--- config.mk ---
export PLATFORM = sky130hd
export DESIGN_NAME = horizontal_fifo_ctrl_flat
export DESIGN_NICKNAME = d
export VERILOG_FILES = /design/src/rtl/horizontal_fifo_ctrl_if.sv /design/src/rtl/horizontal_fifo_ctrl.sv /design/src/flat_wrapper.sv
export SDC_FILE = /design/constraint.sdc
export NUM_CORES = 1
export LEC_CHECK = 0
export ABC_AREA = 1
export BUFFER_PORTS_ARGS = -buffer_cell sky130_fd_sc_hd__clkbuf_2
export CAP_MARGIN = 40
export CORE_MARGIN = 4
export CORE_UTILIZATION = 40
export DETAILED_ROUTE_END_ITERATION = 7
export HOLD_SLACK_MARGIN = 0.03
export PLACE_DENSITY = 0.61
export SETUP_SLACK_MARGIN = 0.5
export SYNTH_ARGS = -nofsm -noshare
export SYNTH_HDL_FRONTEND = slang
export SYNTH_SLANG_ARGS = --single-unit
--- constraint.sdc ---
create_clock -name clk -period 3.3 [get_ports clk]
set_clock_uncertainty 0.1 [all_clocks]
set_input_delay 0.33 -clock clk [delete_from_list [all_inputs] [get_ports clk]]
set_output_delay 0.33 -clock clk [all_outputs]
set_load 0.01 [all_outputs]
--- src/rtl/horizontal_fifo_ctrl_if.sv ---
// Control bundle between the stage control FSM (master) and the horizontal
// FIFO sequencer (slave): run request/config in, lane modes and status out.
interface horizontal_fifo_ctrl_if #(
   parameter int FRAME_W = 11
);
   logic               start;
   logic [FRAME_W-1:0] num_frames;
   logic               abort;
   logic [7:0]         mode_bus;
   logic [1:0]         comm_sel;
   logic               busy;
   logic               out_valid;
   logic               done;

   modport master (
      output start, num_frames, abort,
      input  mode_bus, comm_sel, busy, out_valid, done
   );

   modport slave (
      input  start, num_frames, abort,
      output mode_bus, comm_sel, busy, out_valid, done
   );
endinterface

--- src/rtl/horizontal_fifo_ctrl.sv ---
// Sequences the four-lane 0/4/8/12 delay FIFO bank and commutator in a rotating
// 16-cycle pattern for N frames, drains the 12-deep FIFOs, then pulses done.
module horizontal_fifo_ctrl #(
   parameter int FRAME_W = 11
) (
   input  logic                    clk,
   input  logic                    rst_n,
   horizontal_fifo_ctrl_if.slave   bus
);

   typedef enum logic [1:0] {
      ST_IDLE  = 2'd0,
      ST_RUN   = 2'd1,
      ST_DRAIN = 2'd2
   } state_t;

   localparam logic [3:0] CYC_LAST   = 4'd15;
   localparam logic [3:0] DRAIN_LAST = 4'd11;
   localparam logic [3:0] FILL_FULL  = 4'd12;

   state_t             state_reg,  state_next;
   logic [3:0]         cyc_reg,    cyc_next;
   logic [FRAME_W-1:0] frm_reg,    frm_next;
   logic [FRAME_W-1:0] frames_reg, frames_next;
   logic [3:0]         fill_reg,   fill_next;

   logic [7:0]         mode_reg,   mode_next;
   logic [1:0]         comm_reg,   comm_next;
   logic               busy_reg,   busy_next;
   logic               valid_reg,  valid_next;
   logic               done_reg,   done_next;

   logic [1:0]         grp_next;
   logic [7:0]         mode_rot;
   logic               run_active;

   assign grp_next = cyc_next[3:2];

   // Lane k delay select is (k + grp) mod 4; 2-bit addition wraps naturally.
   generate
      for (genvar gi = 0; gi < 4; gi++) begin : g_lane
         assign mode_rot[2*gi +: 2] = 2'(gi) + grp_next;
      end
   endgenerate

   always_ff @(posedge clk or negedge rst_n) begin
      if (!rst_n) begin
         state_reg  <= ST_IDLE;
         cyc_reg    <= '0;
         frm_reg    <= '0;
         frames_reg <= '0;
         fill_reg   <= '0;
         mode_reg   <= '0;
         comm_reg   <= '0;
         busy_reg   <= 1'b0;
         valid_reg  <= 1'b0;
         done_reg   <= 1'b0;
      end else begin
         state_reg  <= state_next;
         cyc_reg    <= cyc_next;
         frm_reg    <= frm_next;
         frames_reg <= frames_next;
         fill_reg   <= fill_next;
         mode_reg   <= mode_next;
         comm_reg   <= comm_next;
         busy_reg   <= busy_next;
         valid_reg  <= valid_next;
         done_reg   <= done_next;
      end
   end

   always_comb begin
      state_next  = state_reg;
      cyc_next    = cyc_reg;
      frm_next    = frm_reg;
      frames_next = frames_reg;
      fill_next   = fill_reg;
      done_next   = 1'b0;

      if (bus.abort) begin
         state_next = ST_IDLE;
         cyc_next   = '0;
         frm_next   = '0;
         fill_next  = '0;
      end else begin
         case (state_reg)
            ST_IDLE: begin
               if (bus.start && (bus.num_frames != '0)) begin
                  state_next  = ST_RUN;
                  frames_next = bus.num_frames;
                  cyc_next    = '0;
                  frm_next    = '0;
                  fill_next   = '0;
               end
            end

            ST_RUN: begin
               cyc_next  = cyc_reg + 4'd1;
               // Fill only tracks RUN cycles and saturates once the deepest FIFO is primed.
               fill_next = (fill_reg == FILL_FULL) ? fill_reg : fill_reg + 4'd1;
               if (cyc_reg == CYC_LAST) begin
                  frm_next = frm_reg + FRAME_W'(1);
                  if (frm_reg == frames_reg - FRAME_W'(1)) begin
                     state_next = ST_DRAIN;
                  end
               end
            end

            ST_DRAIN: begin
               // DRAIN always begins at cyc 0, so cyc doubles as the drain timer.
               cyc_next = cyc_reg + 4'd1;
               if (cyc_reg == DRAIN_LAST) begin
                  state_next = ST_IDLE;
                  done_next  = 1'b1;
                  cyc_next   = '0;
                  frm_next   = '0;
                  fill_next  = '0;
               end
            end

            default: begin
               state_next = ST_IDLE;
               cyc_next   = '0;
               frm_next   = '0;
               fill_next  = '0;
            end
         endcase
      end

      run_active = (state_next != ST_IDLE);
      busy_next  = run_active;
      mode_next  = run_active ? mode_rot : 8'd0;
      comm_next  = run_active ? grp_next : 2'd0;
      valid_next = run_active && (fill_next == FILL_FULL);
   end

   assign bus.mode_bus  = mode_reg;
   assign bus.comm_sel  = comm_reg;
   assign bus.busy      = busy_reg;
   assign bus.out_valid = valid_reg;
   assign bus.done      = done_reg;

endmodule

--- src/flat_wrapper.sv ---
// flat-port wrapper written by rule: the top's interface ports become plain ports
module horizontal_fifo_ctrl_flat 
#(
   parameter int FRAME_W = 11
)
  (clk, rst_n, bus_start, bus_num_frames, bus_abort, bus_mode_bus, bus_comm_sel, bus_busy, bus_out_valid, bus_done);
  horizontal_fifo_ctrl_if #(.FRAME_W(FRAME_W)) bus_i ();
  input  logic clk;
  input  logic rst_n;
  input wire logic [$bits(bus_i.start)-1:0] bus_start;
  input wire logic [$bits(bus_i.num_frames)-1:0] bus_num_frames;
  input wire logic [$bits(bus_i.abort)-1:0] bus_abort;
  output wire logic [$bits(bus_i.mode_bus)-1:0] bus_mode_bus;
  output wire logic [$bits(bus_i.comm_sel)-1:0] bus_comm_sel;
  output wire logic [$bits(bus_i.busy)-1:0] bus_busy;
  output wire logic [$bits(bus_i.out_valid)-1:0] bus_out_valid;
  output wire logic [$bits(bus_i.done)-1:0] bus_done;
  assign bus_i.start = bus_start;
  assign bus_i.num_frames = bus_num_frames;
  assign bus_i.abort = bus_abort;
  assign bus_mode_bus = bus_i.mode_bus;
  assign bus_comm_sel = bus_i.comm_sel;
  assign bus_busy = bus_i.busy;
  assign bus_out_valid = bus_i.out_valid;
  assign bus_done = bus_i.done;
  horizontal_fifo_ctrl #(.FRAME_W(FRAME_W)) u_core (.clk(clk), .rst_n(rst_n), .bus(bus_i));
endmodule
# Word level (Yosys, flattened, before mapping)
# Index checks and enable logic that the tools add are counted.
# totals
reg_bits,45
in_bits,15
output_inout_bits,13
elab_cells,61
# classes
addsub,7
eq_ne,10
n_mux,25
n_bitwise,1
n_reduce_logical,7
# op_table
operator,n
2-to-1 mux 11 bit,4
case mux 11 bit (3 select lines),1
2-to-1 mux 4 bit,7
case mux 4 bit (3 select lines),2
"equality test 4 bit, second input constant",4
2-to-1 mux 2 bit,6
"adder 11 x 1 -> 11 bit, second input constant",1
equality test 11 bit,1
nonzero test 11 bit,1
"subtractor 11 x 1 -> 11 bit, second input constant",1
"inequality test 3 x 2 -> 1 bit, second input constant",3
"adder 4 x 1 -> 4 bit, second input constant",2
2-to-1 mux 8 bit,1
case mux 2 bit (3 select lines),1
AND reduction 3 bit,2
"adder 2 bit, first input constant",2
2-to-1 mux 1 bit,3
"adder 1 x 2 -> 2 bit, first input constant",1
"equality test 2 x 1 -> 1 bit, second input constant",1
"equality test 2 bit, second input constant",1
logical AND 1 bit,2
zero test 2 bit,1
nonzero test 2 bit,1
NOT 1 bit,1

# Depth between registers and ports, before layout
# Gate-level depths: netlist (run 1).
# logic_depth
ltp_word,8
mapped_depth,13
depth_no_buf,13

# Worst setup path before layout (run 1)
# No wires, ideal clock.
# synth_path
kind,register to register
startpoint,register u_core.frames_reg[0]
endpoint,register u_core.state_reg[0]
setup_ns,0.120
t_arrival_ns,1.464
required_ns,3.080
setup_slack_ns,1.615
stages_incl_launch_ff,14
path_buffers,0
path_cell_list,dfrtp_1 > inv_1 > ha_1 > inv_1 > nor2_1 > nand2_1 > o21bai_1 > nand2_1 > nand2_1 > nand2_1 > nor2_1 > nand3_1 > nand2_1 > nand2_1
# synth_between
elab_chain_cells,6
# synth_rtl
element,line,rtl
start: declaration,horizontal_fifo_ctrl.sv:24,"logic [FRAME_W-1:0] frames_reg, frames_next;"
start signal: assignment,horizontal_fifo_ctrl.sv:62,frames_reg <= frames_next;
subtractor 11 x 1 -> 11 bit,horizontal_fifo_ctrl.sv:103,if (frm_reg == frames_reg - FRAME_W'(1)) begin
equality test 11 bit,horizontal_fifo_ctrl.sv:103,
2-to-1 mux 2 bit,horizontal_fifo_ctrl.sv:103,
2-to-1 mux 2 bit,horizontal_fifo_ctrl.sv:101,if (cyc_reg == CYC_LAST) begin
case mux 2 bit (3 select lines),horizontal_fifo_ctrl.sv:86,case (state_reg)
2-to-1 mux 2 bit,horizontal_fifo_ctrl.sv:80,if (bus.abort) begin
named net u_core.state_next[0],horizontal_fifo_ctrl.sv:21,"state_t state_reg, state_next;"
end signal: assignment,horizontal_fifo_ctrl.sv:59,state_reg <= state_next;
end: declaration,horizontal_fifo_ctrl.sv:21,
# The timed path passes the listed nets, and every way through them passes these cells.
# A chain may end at the register's enable or synchronous reset.

# Worst setup path in the final report (run 1)
# Ends and elaborated chain as after synthesis.

==> key figures, run 1 <==
Drt
  • Final ANT Viol Nets: 0
  • Drt first pass iters: 5
  • Via count: 2211
  • WL/cell: 12.3 µm
  • DRT Wirelength: 5530 µm
  • DRT iter0 DRCs: 102
  • # DRC: 0
  • Vias per cell: 4.94

Cells and area
  • # diodes: 0
  • Share of cells above drive strength 1: 19.4%
  • P&R area growth vs syn: 11.3%
  • Final Util: 46.1%
  • Design area: 0.00293 mm²
  • Most common cell after layout, fill and taps aside: nand2_1
  • Most frequent cells in the layout: 82 x nand2_1, 44 x inv_1, 41 x nand3_1, 41 x dfrtp_1
  • Layout Cells excl Fill: 448
  • Layout Nets: 390

Placed design
  • Detailed placement HPWL: 4290 µm
  • I/O Buffers: 27
  • Gpl congestion: 0.827
  • Post-DP Area: 0.00280 mm²
  • Placed insts: 439
  • Place WS: 1.37 ns

STA
  • Final hold violation count: 0
  • Final WS setup: 1.40 ns
  • Final setup TNS: 0 ns
  • RSZ-0062 raised after global routing: false
  • Max Clk Rate: 525 MHz
  • Worst-Margin Slew: 0.529 ns
  • Period minus WS final: 1.90 ns
  • Tcrit/Tclk final: 57.7%
  • Final slew viol count: 0
  • Slew headroom: 64.7%
  • Hold_ws: 0.161 ns
  • Final setup fails: 0

Power and ir drop
  • Lkg Pwr: 1.44 nW
  • Power Density: 421 mW/mm²
  • Total power: 1.23 mW
  • Maximum VDD drop: 0.262 mV

Yosys
  • Mapped Cells: 343
  • Register area share after synthesis: 39.0%
  • Synthesized net count: 363
  • Netlist cell types: 37
  • Syn_area_per_cell: 7.66 µm²
  • Post-synthesis register bit count: 41
  • Synthesized cell area: 0.00263 mm²
  • Synth warn: 0

CTS
  • Clock H-tree levels: 2
  • Worst skew pair latency: 0.30 ns
  • CTS tree: built
  • Number of gates resized after cts: 0
  • Root Driver: clkbuf_8
  • Hold buffers post-CTS: 1
  • CTS Buffer Depth: 2
  • Sink Count: 41
  • Total CTS buffers: 5
  • # Post-CTS Setup Buffers: 0
  • Clock Pin Slew Worst Setup and Hold Paths: 0.09 ns

Global routing
  • Remaining global-route overflow: 0
  • Gr usage total: 15.7%
  • Largest net degree at the start of global routing: 27
  • Vias in the first global route: 2082
  • Initial antenna violation count: 0
  • First-pass GRT wire length: 9800 µm

Floorplanning
  • Die X: 89.1 µm
  • # IOs: 28
  • Die Ht: 89.1 µm
  • Row cnt: 29
  • Core outline area: 0.00635 mm²
  • Starting density of the core: 41.4%
  • Die area: 0.00793 mm²

Worst setup path
  • Crit Path Max Fanout: 6
  • Max incr delay on CP: 0.38 ns
  • Crit path kind: reg2reg
  • Critical path cell sequence: inv_1 > ha_1 > inv_1 > nor2_1 > nand2_1 > o21bai_1 > nand2_1 > nand2_1 > nand2_1 > nor2_1 > nand3_1 > nand2_1 > nand2_1
  • R2R depth: 13
  • Delay-heaviest family, CP: simple AND/OR/NAND/NOR gates
  • Slowest CP cell: dfrtp_1
  • Worst Path Buf+Inv: 2
  • Most used cell, CP: nand2_1
  • Critical path depth: 13
  • Crit path DAT: 2.00 ns
  • CP Launch Type: flip-flop
  • Crit end category: flip-flop
  • CP required: 3.40 ns

Min path
  • Hold path depth: 3
  • Hold WC Path Type: in2reg

Outcome
  • Status: complete, no violations

Flow run
  • Max-Cap Viols: 0
logic make-up after synthesis:
| logic type | after synthesis | share of synthesized area (%) |
|---|---|---|
| flip-flops | 41 | 39.0 |
| multiplexers | 2 | 0.809 |
| XOR/XNOR | 12 | 4.00 |
| AND/OR/NAND/NOR | 190 | 34.3 |
| AO/OA/AOI/OAI | 35 | 9.23 |
| buffers and inverters | 58 | 10.3 |
| adder cells (fa/ha/maj) | 5 | 2.38 |
area by class of cell:
type | count | area (µm²)
Sequential cell | 41 | 1030
Tap cell | 77 | 96.3
Fill cell | 645 | 3420
Multi-Input combinational cell | 244 | 1330
Inverter | 48 | 184
Clock buffer | 5 | 68.8
Timing Repair Buffer | 30 | 173
Clock inverter | 3 | 46.3
cells in the mapped netlist (all sizes together):
cell | n | area share [%]
a21o | 1 | 0.29
a21oi | 16 | 3.3
a31oi | 2 | 1.6
buf | 10 | 3.3
clkinv | 1 | 0.19
dfrtp | 41 | 39
ha | 5 | 2.4
inv | 47 | 6.8
mux2 | 1 | 0.43
mux2i | 1 | 0.38
nand2 | 90 | 14
nand3 | 44 | 9.2
nand3b | 1 | 0.29
nand4 | 7 | 1.7
nor2 | 34 | 6.1
nor3 | 12 | 2.5
nor3b | 1 | 0.29
o21ai | 15 | 3.7
o21bai | 1 | 0.29
or2 | 1 | 0.24
xnor2 | 2 | 0.67
xor2 | 10 | 3.3
tightest hold or removal path, cell delays in order:
cell and delay [ns]:
clkbuf_2 0.08, inv_1 0.05, o21ai_1 0.06
routing by layer:
metal,global-route usage (%),vias to the layer above,part of all wire (%)
li1,-,1159,-
met1,22.2,1001,49
met2,25.2,45,45
met3,2.76,6,4.6
met4,3.65,0,1.2
met5,0,-,0
final timing paths:
path	end	startpoint	slack, ns
min reg2reg	u_core.cyc_reg[0]	u_core.cyc_reg[0]	0.44
max in group asynchronous	u_core.frames_reg[0]	rst_n	2.21
max reg2reg	u_core.state_reg[0]	u_core.frames_reg[0]	1.40
min in group asynchronous	u_core.fill_reg[2]	rst_n	0.39
max	u_core.state_reg[0]	u_core.frames_reg[0]	1.40
min	u_core.frames_reg[6]	bus_num_frames[6]	0.16
where the power goes:
group	switching [mW]	internal, mW
logic	0.152	0.0861
clock network	0.189	0.226
registers	0.0398	0.539
total	0.381	0.852
No activity file was read; power rests on OpenSTA's default activity.
==> inputs of run 2 (changes only) <==
==> constraint.sdc (replaced) <==
create_clock -name clk -period 1.95 [get_ports clk]
set_clock_uncertainty 0.1 [all_clocks]
set_input_delay 0.195 -clock clk [delete_from_list [all_inputs] [get_ports clk]]
set_output_delay 0.195 -clock clk [all_outputs]
set_load 0.01 [all_outputs]
==> key figures, run 2 (same netlist as run 1, synthesis figures left out) <==
Min path
  • Hold Path End: u_core.frames_reg[6]
  • Hold WC Path Type: in2reg
  • Hold path depth: 3
  • Min-delay src: bus_num_frames[6]

Drt
  • # DRC: 0
  • Final ANT Viol Nets: 0
  • Via count: 2465
  • DRT Wirelength: 6890 µm
  • WL/cell: 14.3 µm
  • Vias per cell: 5.11
  • Drt first pass iters: 4
  • DRT iter0 DRCs: 136

STA
  • Worst-Margin Slew: 0.532 ns
  • Final slew viol count: 0
  • Period minus WS final: 1.78 ns
  • Max Clk Rate: 560 MHz
  • Final hold violation count: 0
  • Final WS setup: 0.165 ns
  • Final setup TNS: 0 ns
  • Final setup fails: 0
  • Slew headroom: 64.5%
  • Tcrit/Tclk final: 91.5%
  • RSZ-0062 raised after global routing: true

Global routing
  • Initial antenna violation count: 0
  • Largest net degree at the start of global routing: 24
  • First-pass GRT wire length: 10800 µm
  • Gr usage total: 17.4%
  • Remaining global-route overflow: 0
  • Vias in the first global route: 2353

Placed design
  • Post-DP Area: 0.00288 mm²
  • Gpl congestion: 0.867
  • Detailed placement HPWL: 4460 µm
  • Place WS: 0.177 ns
  • I/O Buffers: 27

Floorplanning
  • Die X: 89.1 µm
  • Die Ht: 89.1 µm
  • Die area: 0.00793 mm²
  • Core outline area: 0.00635 mm²
  • Starting density of the core: 41.4%
  • Row cnt: 29
  • # IOs: 28

CTS
  • Root Driver: clkbuf_8
  • CTS Buffer Depth: 2
  • Clock Pin Slew Worst Setup and Hold Paths: 0.08 ns
  • Worst skew pair latency: 0.30 ns
  • Total CTS buffers: 5
  • Sink Count: 41
  • CTS tree: built
  • Clock H-tree levels: 2

Worst setup path
  • Crit end category: flip-flop
  • Crit path kind: reg2reg
  • Crit Path Max Fanout: 3
  • R2R depth: 12
  • Worst r2r src: u_core.frames_reg[0]
  • RR Endpoint: u_core.state_reg[1]
  • CP Launch Type: flip-flop
  • Reg-to-reg slack, setup: 0.17 ns
  • Crit path DAT: 1.91 ns
  • CP required: 2.08 ns

Power and ir drop
  • Power Density: 656 mW/mm²
  • Total power: 2.31 mW
  • Maximum VDD drop: 0.305 mV
  • Lkg Pwr: 1.68 nW

Cells and area
  • Most frequent cells in the layout: 67 x nand2_1, 40 x dfrtp_1, 35 x inv_1, 31 x nand3_1, 27 x clkbuf_2
  • Filler instances: 567
  • Final Util: 55.5%
  • P&R area growth vs syn: 34.0%
  • Most common cell after layout, fill and taps aside: nand2_1
  • # diodes: 0
  • Multi-input gate area: 0.00162 mm²
  • Share of cells above drive strength 1: 39.8%
  • Sequential cell area: 0.00103 mm²
  • Design area: 0.00352 mm²
  • Layout Nets: 424

Outcome
  • Status: complete, no violations

Flow run
  • Max-Cap Viols: 0
run 2: cell types whose count changed in the layout (fill, tap and decap cells not counted), moves of 7 or more:
cell | before | now
buf_4 | 1 | 22
nand2_1 | 82 | 67
nand2_4 | 2 | 14
nand3_1 | 41 | 31
buf_6 | 0 | 9
inv_1 | 44 | 35
nand3_2 | 2 | 10
inv_2 | 2 | 9
nor2_1 | 27 | 20
run 2: final cells by class:
class                   count  area share [%]
multi-input cells         245            45.9
flip-flops and latches     41            29.2
clock inverters             2            1.07
inverters                  48            5.50
repair buffers             62            13.0
well taps                  77            2.73
clock buffers               6            2.34
repair inverters            1           0.320
run 2: critical path: stages (launching register included):
cell      delay (ns)
dfrtp_1         0.39
inv_2           0.08
ha_4            0.16
inv_4           0.04
nor2_4          0.09
nand2_2         0.07
o21bai_1        0.20
nand2_1         0.07
nand2_1         0.07
nand2_1         0.07
nor2_2          0.10
nand3_2         0.10
a21oi_2         0.16
run 2: repair_timing:
| item | 4_1_cts | 5_1_grt |
|---|---|---|
| hold endpoints to repair | 18 | 0 |
| cloned | 2 | 2 |
| endpoints found under the setup margin | 36 | 34 |
| pin swaps | 20 | 16 |
| gates resized for setup | 25 | 54 |
| buffers inserted | 18 | 8 |
| hold buffers | 1 | 0 |
run 2: per-stage QoR:
step                hold WS, ns  cells
floorplan                -0.201    343
global placement         0.0948    443
detailed placement        0.105    443
CTS                      0.0329    472
global route             0.0576    482
finish                   0.0311    482
run 2: layer usage:
metal  vias to the layer above  track usage (%)  share of wire (%)
li1                       1223                -                  -
met1                      1185             21.8                 41
met2                        47             30.8                 54
met3                        10             2.95                4.1
met4                         0             5.28                1.2
met5                         -                0                  0
run 2: worst max path at each step:
stage	start	endpoint	slack [ns]	depth (start not counted)
finish	u_core.frames_reg[0]	u_core.state_reg[1]	0.17	12
global route	u_core.frames_reg[0]	u_core.state_reg[0]	0.05	13
global placement	u_core.frames_reg[0]	u_core.state_reg[0]	0.21	13
CTS	u_core.frames_reg[0]	u_core.state_reg[0]	0.25	13
detailed placement	u_core.frames_reg[0]	u_core.state_reg[0]	0.18	13
floorplan	u_core.frames_reg[0]	u_core.state_reg[0]	0.34	13
run 2: report_power, final:
group / internal, mW / switching, mW
Sequential: 0.913 / 0.0655
Clock: 0.416 / 0.317
Combinational: 0.253 / 0.346
Total: 1.58 / 0.728
==> inputs of run 3 (changes only) <==
--- a/config.mk
+++ b/config.mk
@@ -13,7 +13,7 @@
 export DETAILED_ROUTE_END_ITERATION = 7
 export HOLD_SLACK_MARGIN = 0.03
 export PLACE_DENSITY = 0.61
-export SETUP_SLACK_MARGIN = 0.5
+export SETUP_SLACK_MARGIN = 0.02
 export SYNTH_ARGS = -nofsm -noshare
 export SYNTH_HDL_FRONTEND = slang
 export SYNTH_SLANG_ARGS = --single-unit
==> key figures, run 3 (same netlist as run 1, synthesis figures left out) <==
CTS
  • Clock H-tree levels: 2
  • Total CTS buffers: 5
  • Worst skew pair latency: 0.29 ns
  • CTS tree: built
  • Sink Count: 41
  • Clock Pin Slew Worst Setup and Hold Paths: 0.08 ns
  • Root Driver: clkbuf_8
  • CTS Buffer Depth: 2

Worst setup path
  • Reg-to-reg slack, setup: 0.18 ns
  • RR Endpoint: u_core.frm_reg[7]
  • CP required: 2.07 ns
  • CP Launch Type: flip-flop
  • Crit path kind: reg2reg
  • Delay-heaviest family, CP: flip-flops
  • Worst Path Buf+Inv: 2
  • Max incr delay on CP: 0.41 ns
  • Worst r2r src: u_core.cyc_reg[0]
  • R2R depth: 9
  • Crit path DAT: 1.89 ns
  • Most used cell, CP: nand2_1
  • Critical path cell sequence: ha_2 > nand2_1 > nor2_2 > inv_2 > a31oi_4 > nand2_4 > inv_6 > nand2_1 > a21oi_1
  • Slowest CP cell: dfrtp_1
  • Crit end category: flip-flop
  • Crit Path Max Fanout: 15

Global routing
  • Gr usage total: 16.4%
  • Largest net degree at the start of global routing: 22
  • Initial antenna violation count: 0
  • M1 GR Usage: 23.6%
  • Gr busiest metal: met2
  • Vias in the first global route: 2169
  • First-pass GRT wire length: 10200 µm
  • Remaining global-route overflow: 0
  • Global routing usage on met3: 3.32%
  • GR Util met2: 25.5%

Cells and area
  • Layout Nets: 398
  • P&R area growth vs syn: 15.0%
  • Most frequent cells in the layout: 81 x nand2_1, 41 x inv_1, 41 x nand3_1, 41 x dfrtp_1, 27 x clkbuf_2
  • Share of cells above drive strength 1: 23.2%
  • Most common cell after layout, fill and taps aside: nand2_1
  • Design area: 0.00302 mm²
  • # diodes: 0
  • Final Util: 47.6%

Placed design
  • Gpl congestion: 0.831
  • I/O Buffers: 27
  • Place WS: 0.150 ns
  • Post-DP Area: 0.00283 mm²
  • Detailed placement HPWL: 4410 µm

STA
  • Period minus WS final: 1.77 ns
  • RSZ-0062 raised after global routing: false
  • Max Clk Rate: 565 MHz
  • Final slew viol count: 0
  • Final setup fails: 0
  • Final WS setup: 0.180 ns
  • Tcrit/Tclk final: 90.8%
  • Final hold violation count: 0
  • Final setup TNS: 0 ns
  • Slew headroom: 62.4%
  • Worst-Margin Slew: 0.565 ns

Drt
  • # DRC: 0
  • DRT iter0 DRCs: 138
  • Final ANT Viol Nets: 0
  • Vias per cell: 5.05
  • DRT Wirelength: 5830 µm
  • Via count: 2303
  • Drt first pass iters: 4
  • WL/cell: 12.8 µm

Floorplanning
  • Die Ht: 89.1 µm
  • # IOs: 28
  • Row cnt: 29
  • Starting density of the core: 41.4%
  • Core outline area: 0.00635 mm²
  • Die area: 0.00793 mm²
  • Die X: 89.1 µm

Flow run
  • Max-Cap Viols: 0

Outcome
  • Status: complete, no violations

Power and ir drop
  • Maximum VDD drop: 0.370 mV
  • Lkg Pwr: 1.48 nW
  • Power Density: 712 mW/mm²

Min path
  • Hold WC Path Type: in2reg
  • Min-delay src: bus_num_frames[7]
  • Hold Path End: u_core.frames_reg[7]
  • Hold path depth: 3
-- run 3: where the power goes --
part	total [mW]	switching, mW	internal, mW
logic	0.455	0.279	0.176
registers	0.978	0.0655	0.912
clock network	0.721	0.304	0.416
-- run 3: how the worst max path moves through the flow --
stage	endpoint	start	cells after the start
after floorplan	u_core.state_reg[0]	u_core.frames_reg[0]	13
after global placement	u_core.bus.mode_bus[3]	u_core.cyc_reg[0]	12
after detailed placement	u_core.bus.mode_bus[3]	u_core.cyc_reg[0]	12
after CTS	u_core.bus.mode_bus[3]	u_core.cyc_reg[0]	12
after global routing	u_core.bus.mode_bus[7]	u_core.cyc_reg[0]	11
final	u_core.frm_reg[7]	u_core.cyc_reg[0]	9
-- run 3: final cells by class --
cell class / instances / area (µm²)
multi-input combinational: 244 / 1360
tap: 77 / 96.3
clock buffer: 6 / 82.6
sequential: 41 / 1030
timing repair buffer: 38 / 233
clock inverter: 2 / 37.5
inverter: 48 / 186
fill: 632 / 3330
-- run 3: worst min-delay path, stage by stage --
cell,delay [ns]
clkbuf_2,0.08
inv_1,0.06
o21ai_1,0.06
-- run 3: through the flow --
step	hold slack, ns	std cells	total power, mW
global route	0.0412	456	2.29
finish	0.0450	456	2.15
global placement	0.112	443	1.40
detailed placement	0.111	443	1.42
floorplan	-0.201	343	1.30
CTS	0.0371	452	2.14
-- run 3: per-layer routing --
layer,vias up,wire [µm]
met3,6,289
met4,0,69
met5,-,0
li1,1173,-
met1,1063,2770
met2,61,2700
-- run 3: timing repair --
action,CTS,global route
setup buffers,0,4
gates resized for setup,0,11
hold endpoints to repair,20,0
hold buffers,1,0
setup endpoints to repair,0,11
